--- config.mk ---
export PLATFORM = sky130hd
export DESIGN_NAME = deskew_ctrl
export DESIGN_NICKNAME = d
export VERILOG_FILES = /design/src/rtl/deskew_ctrl.sv
export SDC_FILE = /design/constraint.sdc
export NUM_CORES = 1
export LEC_CHECK = 0
export CAP_MARGIN = 20
export CORE_MARGIN = 4
export CORE_UTILIZATION = 55
export DETAILED_ROUTE_END_ITERATION = 8
export PLACE_DENSITY = 0.77
export SYNTH_ARGS = -nofsm -noshare
export SYNTH_HDL_FRONTEND = slang
export SYNTH_SLANG_ARGS = --single-unit
--- constraint.sdc ---
create_clock -name clk -period 7.2 [get_ports clk]
set_input_delay 0.72 -clock clk [delete_from_list [all_inputs] [get_ports clk]]
set_output_delay 0.72 -clock clk [all_outputs]
set_load 0.05 [all_outputs]
--- src/rtl/deskew_ctrl.sv ---
// Lane deskew calibration controller: measures training-marker arrival skew
// per lane and applies compensating 0..3-cycle delay selects once the lanes are quiet.
module deskew_ctrl #(
  parameter int unsigned NLANE = 4,
  parameter int unsigned TMO   = 255
) (
  input  logic               clk,
  input  logic               rst_n,
  input  logic               start,
  input  logic [NLANE-1:0]   lane_mark,
  input  logic [NLANE-1:0]   lane_act,
  output logic [2*NLANE-1:0] lane_sel,
  output logic               busy,
  output logic               done,
  output logic               err,
  output logic [1:0]         err_code
);

  localparam int unsigned TW = 8;
  localparam int unsigned SW = 2 * NLANE;
  localparam logic [TW-1:0] TMO_LAST = TW'(TMO - 1);

  localparam logic [1:0] CODE_FIRST   = 2'b01;
  localparam logic [1:0] CODE_SKEW    = 2'b10;
  localparam logic [1:0] CODE_QUIESCE = 2'b11;

  typedef enum logic [2:0] {
    IDLE, WAIT_FIRST, MEASURE, CHECK, QUIESCE, APPLY
  } state_t;

  state_t          state_q, state_d;
  logic [TW-1:0]   tmo_q, tmo_d;
  logic [1:0]      meas_q, meas_d;
  logic [1:0]      quiet_q, quiet_d;
  logic [NLANE-1:0] cap_q, cap_d;
  logic [SW-1:0]   arr_q, arr_d;
  logic [SW-1:0]   nsel_q, nsel_d;
  logic [SW-1:0]   sel_d;
  logic            busy_d, done_d, err_d;
  logic [1:0]      code_d;

  logic [NLANE-1:0] new_cap;
  logic             all_cap;
  logic [1:0]       arr_max;
  logic [1:0]       quiet_nx;

  // State and all outputs are registered
  always_ff @(posedge clk or negedge rst_n) begin
    if (!rst_n) begin
      state_q  <= IDLE;
      tmo_q    <= '0;
      meas_q   <= '0;
      quiet_q  <= '0;
      cap_q    <= '0;
      arr_q    <= '0;
      nsel_q   <= '0;
      lane_sel <= '0;
      busy     <= 1'b0;
      done     <= 1'b0;
      err      <= 1'b0;
      err_code <= 2'b00;
    end else begin
      state_q  <= state_d;
      tmo_q    <= tmo_d;
      meas_q   <= meas_d;
      quiet_q  <= quiet_d;
      cap_q    <= cap_d;
      arr_q    <= arr_d;
      nsel_q   <= nsel_d;
      lane_sel <= sel_d;
      busy     <= busy_d;
      done     <= done_d;
      err      <= err_d;
      err_code <= code_d;
    end
  end

  // Next-state and next-output logic
  always_comb begin
    state_d  = state_q;
    tmo_d    = tmo_q;
    meas_d   = meas_q;
    quiet_d  = quiet_q;
    cap_d    = cap_q;
    arr_d    = arr_q;
    nsel_d   = nsel_q;
    sel_d    = lane_sel;
    done_d   = 1'b0;
    err_d    = err;
    code_d   = err_code;
    new_cap  = lane_mark & ~cap_q;
    all_cap  = &(cap_q | new_cap);
    arr_max  = 2'd0;
    quiet_nx = 2'd0;

    case (state_q)
      IDLE: begin
        if (start) begin
          state_d = WAIT_FIRST;
          err_d   = 1'b0;
          code_d  = 2'b00;
          cap_d   = '0;
          arr_d   = '0;
          tmo_d   = '0;
        end
      end

      WAIT_FIRST: begin
        if (lane_mark != '0) begin
          cap_d   = lane_mark;
          arr_d   = '0;
          meas_d  = 2'd1;
          state_d = (&lane_mark) ? CHECK : MEASURE;
        end else if (tmo_q == TMO_LAST) begin
          err_d   = 1'b1;
          code_d  = CODE_FIRST;
          state_d = IDLE;
        end else begin
          tmo_d = tmo_q + TW'(1);
        end
      end

      MEASURE: begin
        // First mark per lane wins; repeats on captured lanes are masked
        for (int unsigned i = 0; i < NLANE; i++) begin
          if (new_cap[i]) arr_d[2*i +: 2] = meas_q;
        end
        cap_d = cap_q | new_cap;
        if (all_cap) begin
          state_d = CHECK;
        end else if (meas_q == 2'd3) begin
          err_d   = 1'b1;
          code_d  = CODE_SKEW;
          state_d = IDLE;
        end else begin
          meas_d = meas_q + 2'd1;
        end
      end

      CHECK: begin
        for (int unsigned i = 0; i < NLANE; i++) begin
          if (arr_q[2*i +: 2] > arr_max) arr_max = arr_q[2*i +: 2];
        end
        for (int unsigned i = 0; i < NLANE; i++) begin
          nsel_d[2*i +: 2] = arr_max - arr_q[2*i +: 2];
        end
        quiet_d = 2'd0;
        tmo_d   = '0;
        state_d = QUIESCE;
      end

      QUIESCE: begin
        // Selects may only change once no pulse can be in flight in any delay line
        if (lane_act != '0)        quiet_nx = 2'd0;
        else if (quiet_q == 2'd3)  quiet_nx = 2'd3;
        else                       quiet_nx = quiet_q + 2'd1;
        quiet_d = quiet_nx;
        if (quiet_nx == 2'd3) begin
          state_d = APPLY;
        end else if (tmo_q == TMO_LAST) begin
          err_d   = 1'b1;
          code_d  = CODE_QUIESCE;
          state_d = IDLE;
        end else begin
          tmo_d = tmo_q + TW'(1);
        end
      end

      APPLY: begin
        sel_d   = nsel_q;
        done_d  = 1'b1;
        state_d = IDLE;
      end

      default: state_d = IDLE;
    endcase

    busy_d = (state_d != IDLE);
  end

endmodule
* After elaboration in Yosys (flattened, before gate mapping)
Index checks and enable logic that the tools add are counted.
Cells by class: equal/unequal tests 22, muxes and demuxes 54, magnitude comparators 4, bitwise operators 3, add/sub/neg operators 7, reduce and logical (&&, ||, !) cells 20
Operators with widths (count):
- 2-bit two-way mux | 25
- 8-bit two-way mux | 5
- 8-bit case mux with 4 select lines | 1
- 4-bit AND reduction | 8
- 2-bit != test, second input constant | 13
- 8-bit case mux with 3 select lines | 1
- 3-bit two-way mux | 6
- 4-bit nonzero test | 4
- 3-bit case mux with 5 select lines | 1
- 4-bit case mux with 3 select lines | 1
- 8-bit by 1-bit adder with 8-bit output, second input constant | 1
- 8-bit == test, second input constant | 1
- 1-bit two-way mux | 8
- 4-bit two-way mux | 2
- 2-bit case mux with 2 select lines | 2
- 2-bit case mux with 4 select lines | 1
- 8-bit AND reduction | 1
- 2-bit subtractor | 4
- 2-bit == test, second input constant | 3
- 3-bit by 2-bit == test with 1-bit output, second input constant | 2
- 3-bit == test, second input constant | 2
- 2-bit greater-than comparator | 3
- 6-bit AND reduction | 1
- 3-bit nonzero test | 2
- 10 further kinds | 12
Storage, ports and cells: register bits after elaboration 48, logic and storage cells 125, input bits 11

* Longest topological paths before layout
depth in word-level cells 13, gate-level depth with buffers 16, mapped depth without buffers 16

* Worst setup path after synthesis
OpenSTA, ideal clock, no wires.
path kind reg2reg, start register arr_q[3], end register nsel_q[5], path buffers 1, setup time 0.082 ns, path slack 3.739 ns, stages on the path, launching flop included 17, data required time 7.118 ns, period minus slack after synthesis 3.461 ns, arrival time 3.379 ns, cells stage by stage dfrtp_1 -> inv_1 -> ha_1 -> o21ba_1 -> nor3_2 -> nor2_1 -> ha_1 -> or4_1 -> o311ai_1 -> or3_1 -> ha_1 -> nand2_1 -> o21a_1 -> nand2_1 -> clkbuf_1 -> a31o_1 -> a31oi_1
On the way: word-level cells in the longest chain between the ends 10
Ends and longest elaborated chain:
- from (decl) | RTL line 36 | logic [SW-1:0] arr_q, arr_d;
- from (signal assigned) | RTL line 68 | arr_q <= arr_d;
- 2-bit greater-than comparator | RTL line 142 | if (arr_q[2*i +: 2] > arr_max) arr_max = arr_q[2*i +: 2];
- 2-bit two-way mux * | RTL line 142
- 2-bit two-way mux * | RTL line 96 | case (state_q)
- 2-bit greater-than comparator | RTL line 142
- 2-bit two-way mux * | RTL line 142
- 2-bit two-way mux * | RTL line 96
- 2-bit greater-than comparator | RTL line 142
- 2-bit two-way mux * | RTL line 142
- 2-bit two-way mux * | RTL line 96
- 2-bit subtractor * | RTL line 145 | nsel_d[2*i +: 2] = arr_max - arr_q[2*i +: 2];
- to (signal assigned) | RTL line 69 | nsel_q <= nsel_d;
- to (decl) | RTL line 37 | logic [SW-1:0] nsel_q, nsel_d;
Every way passes the cells marked *; elsewhere a longest branch is shown, timed or not. The select of a mux whose other input is x is not followed. A chain may end at the register's enable or synchronous reset.

* Worst setup path after layout
start register arr_q[2], end register nsel_q[7]
Same word-level chain as after synthesis.

==> summary.md <==
| Metric | Value |
|---|---|
| Post-synthesis async set-or-reset flop share | `100.0%` |
| Worst path cell trace | `inv_1 > ha_1 > o21ba_1 > nor3_2 > nor2_1 > ha_1 > or4_1 > o311ai_1 > or3_1 > ha_1 > nor2b_1 > o21ai_0 > nand2_1 > nor4_1 > xnor2_1 > o21ai_0` |
| Worst Setup SP | `arr_q[2]$_DFFE_PN0P_` |
| Die X | `77.99 um` |
| Initial Util | `57.03%` |
| Pre-antenna DRT Iters | `4` |
| Vias in the first global route | `1993` |
| CTS Buf Count | `5` |
| GRT overflow | `0` |
| Detail Route Antenna Nets | `0` |
| Mapped Area | `0.002694 sq mm` |
| Endpoints failing setup | `0` |
| Synthesis-stage register bit count | `48` |
| Final Hold Viols | `0` |
| Worst setup EP type | `flop` |
| Vias/cell | `5.879` |
| N_diodes | `0` |
| Fill count | `385` |
| Switch Pwr | `712.6 uW` |
| CP max FO | `7` |
| Synth warnings | `0` |
| Combinational share of power | `58.1%` |
| CTS Hold Bufs | `0` |
| Total Routing Usage GR | `19.19%` |
| Max incr delay on CP | `0.50 ns` |
| Die area | `0.006082 sq mm` |
| Root Buffer | `clkbuf_8` |
| Flop pwr share | `29.9%` |
| RSZ-0062 raised after global routing | `no` |
| Family with the most delay on the worst path | `simple AND/OR/NAND/NOR gates` |
| Slew Limit Fails | `0` |
| Clk slew on worst S/H paths | `0.08 ns` |
| Share of the synthesized area in the top cell type | `44.59%` |
| Setup Fix Bufs, Post-CTS | `0` |
| Largest cells by area after synthesis | `dfrtp_1 (45%), ha_1 (6.0%), a32o_1 (3.7%), mux2_2 (3.3%), nor2_1 (3.3%)` |
| CTS-repair resized insts | `0` |
| Status | `finished clean` |
| DP HPWL | `3725 um` |
| WL final | `5228 um` |
| WP buf/inv | `1` |
| Final min period | `3.754 ns` |
| Post-synthesis net count | `293` |
| Most frequent cells in the layout | `dfrtp_1 (48), nor2_1 (24), clkdlybuf4s50_1 (22)` |
| Worst Tran Pin Value | `0.8664 ns` |
| Worst slew margin | `42.11%` |
| Placer congestion estimate | `0.8176` |
| R2R setup slack | `3.45 ns` |
| Number of synthesized flops with an enable pin | `0` |
| Worst Skew | `0.005370 ns` |
| Pwr/cell area | `503.0 mW/mm^2` |
| Worst Path Required | `7.37 ns` |
| Detailed-route wire length per cell | `14.69 um` |
| CTS tree | `done` |
| Core area | `0.004723 sq mm` |
| FF+latch area | `0.001201 sq mm` |
| Area occupied by multi-input gates | `0.001396 sq mm` |
| Clk sinks | `48` |
| Post-synth top area cell | `dfrtp_1` |
| Post-Syn Instances | `269` |
| Clock power frac | `12.0%` |
| Critical-path top delay cell | `dfrtp_1` |
| Sequential element share of the synthesized area | `44.59%` |
| Area Overhead vs Synth | `14.40%` |
| Worst R2R End | `nsel_q[7]$_DFFE_PN0N_` |
| Critical path type | `flop to flop` |
| Setup TNS | `0 ns` |
| Hold Crit Class | `primary input to asynchronous set/reset pin` |
| Worst r2r src | `arr_q[2]$_DFFE_PN0P_` |
| Site Rows | `25` |
| Worst-skew pair later-pin latency | `0.30 ns` |
| Layout cells sized above 1 | `9.689%` |
| CP startpoint kind | `flop` |
| Crit. path cell count | `16` |
| Port Buffer Count | `23` |
| Drt drc | `0` |
| Crit-path most repeated cell | `ha_1` |
| CP endpoint | `nsel_q[7]$_DFFE_PN0N_` |
| Chip height | `77.99 um` |
| F_max | `0.2664 GHz` |
| Worst reg2reg path depth | `16` |
| Nets@finish | `314` |
| Total chip power | `1.550 mW` |
| Sw frac | `45.97%` |
| H-tree level count | `2` |
| Avg Inst Size Synth | `10.01 sq um` |
| Distinct cells, synth | `54` |
| Internal | `837.5 uW` |
| Max-Cap Viols | `0` |
| Leak | `1.320 nW` |
| Critical path data arrival time | `3.93 ns` |
| Top FF cell, synth | `dfrtp_1` |
| Vias | `2093` |
| Worst ir drop on vdd | `0.0002280 V` |
| Most common cell after layout, fill and taps aside | `dfrtp_1` |
| Initial antenna violation count | `0` |
| # IOs | `24` |
| First-pass GRT wire length | `9287 um` |
| Util after Layout | `65.25%` |
| DR iter-0 viols | `154` |
| Max Root-Sink Buffers | `2` |
| Final worst-path cycle share | `52.13%` |
| Pin count of the biggest net entering global routing | `49` |
## power groups by stage
stage / combinational (mW) / clock, mW / sequential (mW)
2_1_floorplan: 0.650 / 0 / 0.521
3_3_place_gp: 0.868 / 0 / 0.463
3_5_place_dp: 0.890 / 0 / 0.467
4_1_cts: 0.898 / 0.192 / 0.462
5_1_grt: 1.01 / 0.203 / 0.481
6_report: 0.901 / 0.187 / 0.463
## logic make-up (layout without fill, tap and decap cells)
group                    Yosys count  count (layout)  share of synthesized area (%)
multiplexers                       8               8                          3.344
AO/OA/AOI/OAI                     70              70                          19.55
flip-flops                        48              48                          44.59
buffers and inverters             24              44                          3.576
XOR/XNOR                          10              10                          3.252
AND/OR/NAND/NOR                   96              96                          19.65
adder cells (fa/ha/maj)           13              13                          6.038
## cells in the mapped netlist (6+ instances only)
| cell | count |
|---|---|
| ha_1 | 13 |
| nand4_1 | 9 |
| a32o_1 | 10 |
| nand3_1 | 6 |
| a21oi_1 | 8 |
| o21ai_0 | 15 |
| nand2_1 | 19 |
| dfrtp_1 | 48 |
| nor2b_1 | 9 |
| xor2_1 | 8 |
| nor2_1 | 24 |
| clkbuf_1 | 6 |
| inv_1 | 11 |
| mux2_2 | 8 |
| a31oi_1 | 7 |
## worst min path at each step
stage                                 end  slack [ns]  cells after the start
floorplan            arr_q[0]$_DFFE_PN0P_        0.42                      0
global placement    nsel_q[6]$_DFFE_PN0N_        0.47                      2
detailed placement  nsel_q[6]$_DFFE_PN0N_        0.47                      2
CTS                 nsel_q[6]$_DFFE_PN0N_        0.49                      2
global route         cap_q[1]$_DFFE_PN0P_        0.41                      1
finish              nsel_q[7]$_DFFE_PN0N_        0.39                      1
## through the flow
| stage | std cells | hold WS (ns) | setup WS (ns) | instance area [sq um] |
|---|---|---|---|---|
| after floorplan | 269 | 0.4244 | 3.739 | 2694 |
| after detailed placement | 348 | 0.4746 | 3.497 | 2955 |
| after global routing | 356 | 0.4064 | 3.153 | 3082 |
| final | 356 | 0.3870 | 3.446 | 3082 |
| after CTS | 354 | 0.4936 | 3.470 | 3054 |
| after global placement | 348 | 0.4732 | 3.640 | 2955 |
## layer usage
layer / global-route usage (%) / routed length [um] / up-vias
met3: 4.176 / 200 / 4
met4: 5.594 / 49 / 0
met2: 32.11 / 2556 / 47
met1: 25.00 / 2421 / 1007
li1: - / - / 1035
met5: 0 / 0 / -
## layout make-up
cell class	count	share of cell area, %
Multi-Input combinational cell	197	45.31
Timing Repair Buffer	25	8.201
Tap cell	67	2.720
Clock inverter	1	0.9744
Clock buffer	5	2.233
Inverter	13	1.583
Sequential cell	48	38.98
## sequential cells by signal, summed over array words and instances (netlist names)
signal,count
meas_q,2
err,1
busy,1
quiet_q,2
nsel_q,8
lane_sel,8
done,1
arr_q,8
tmo_q,8
cap_q,4
err_code,2
state_q,3
Power figures use the tool's default switching activity.
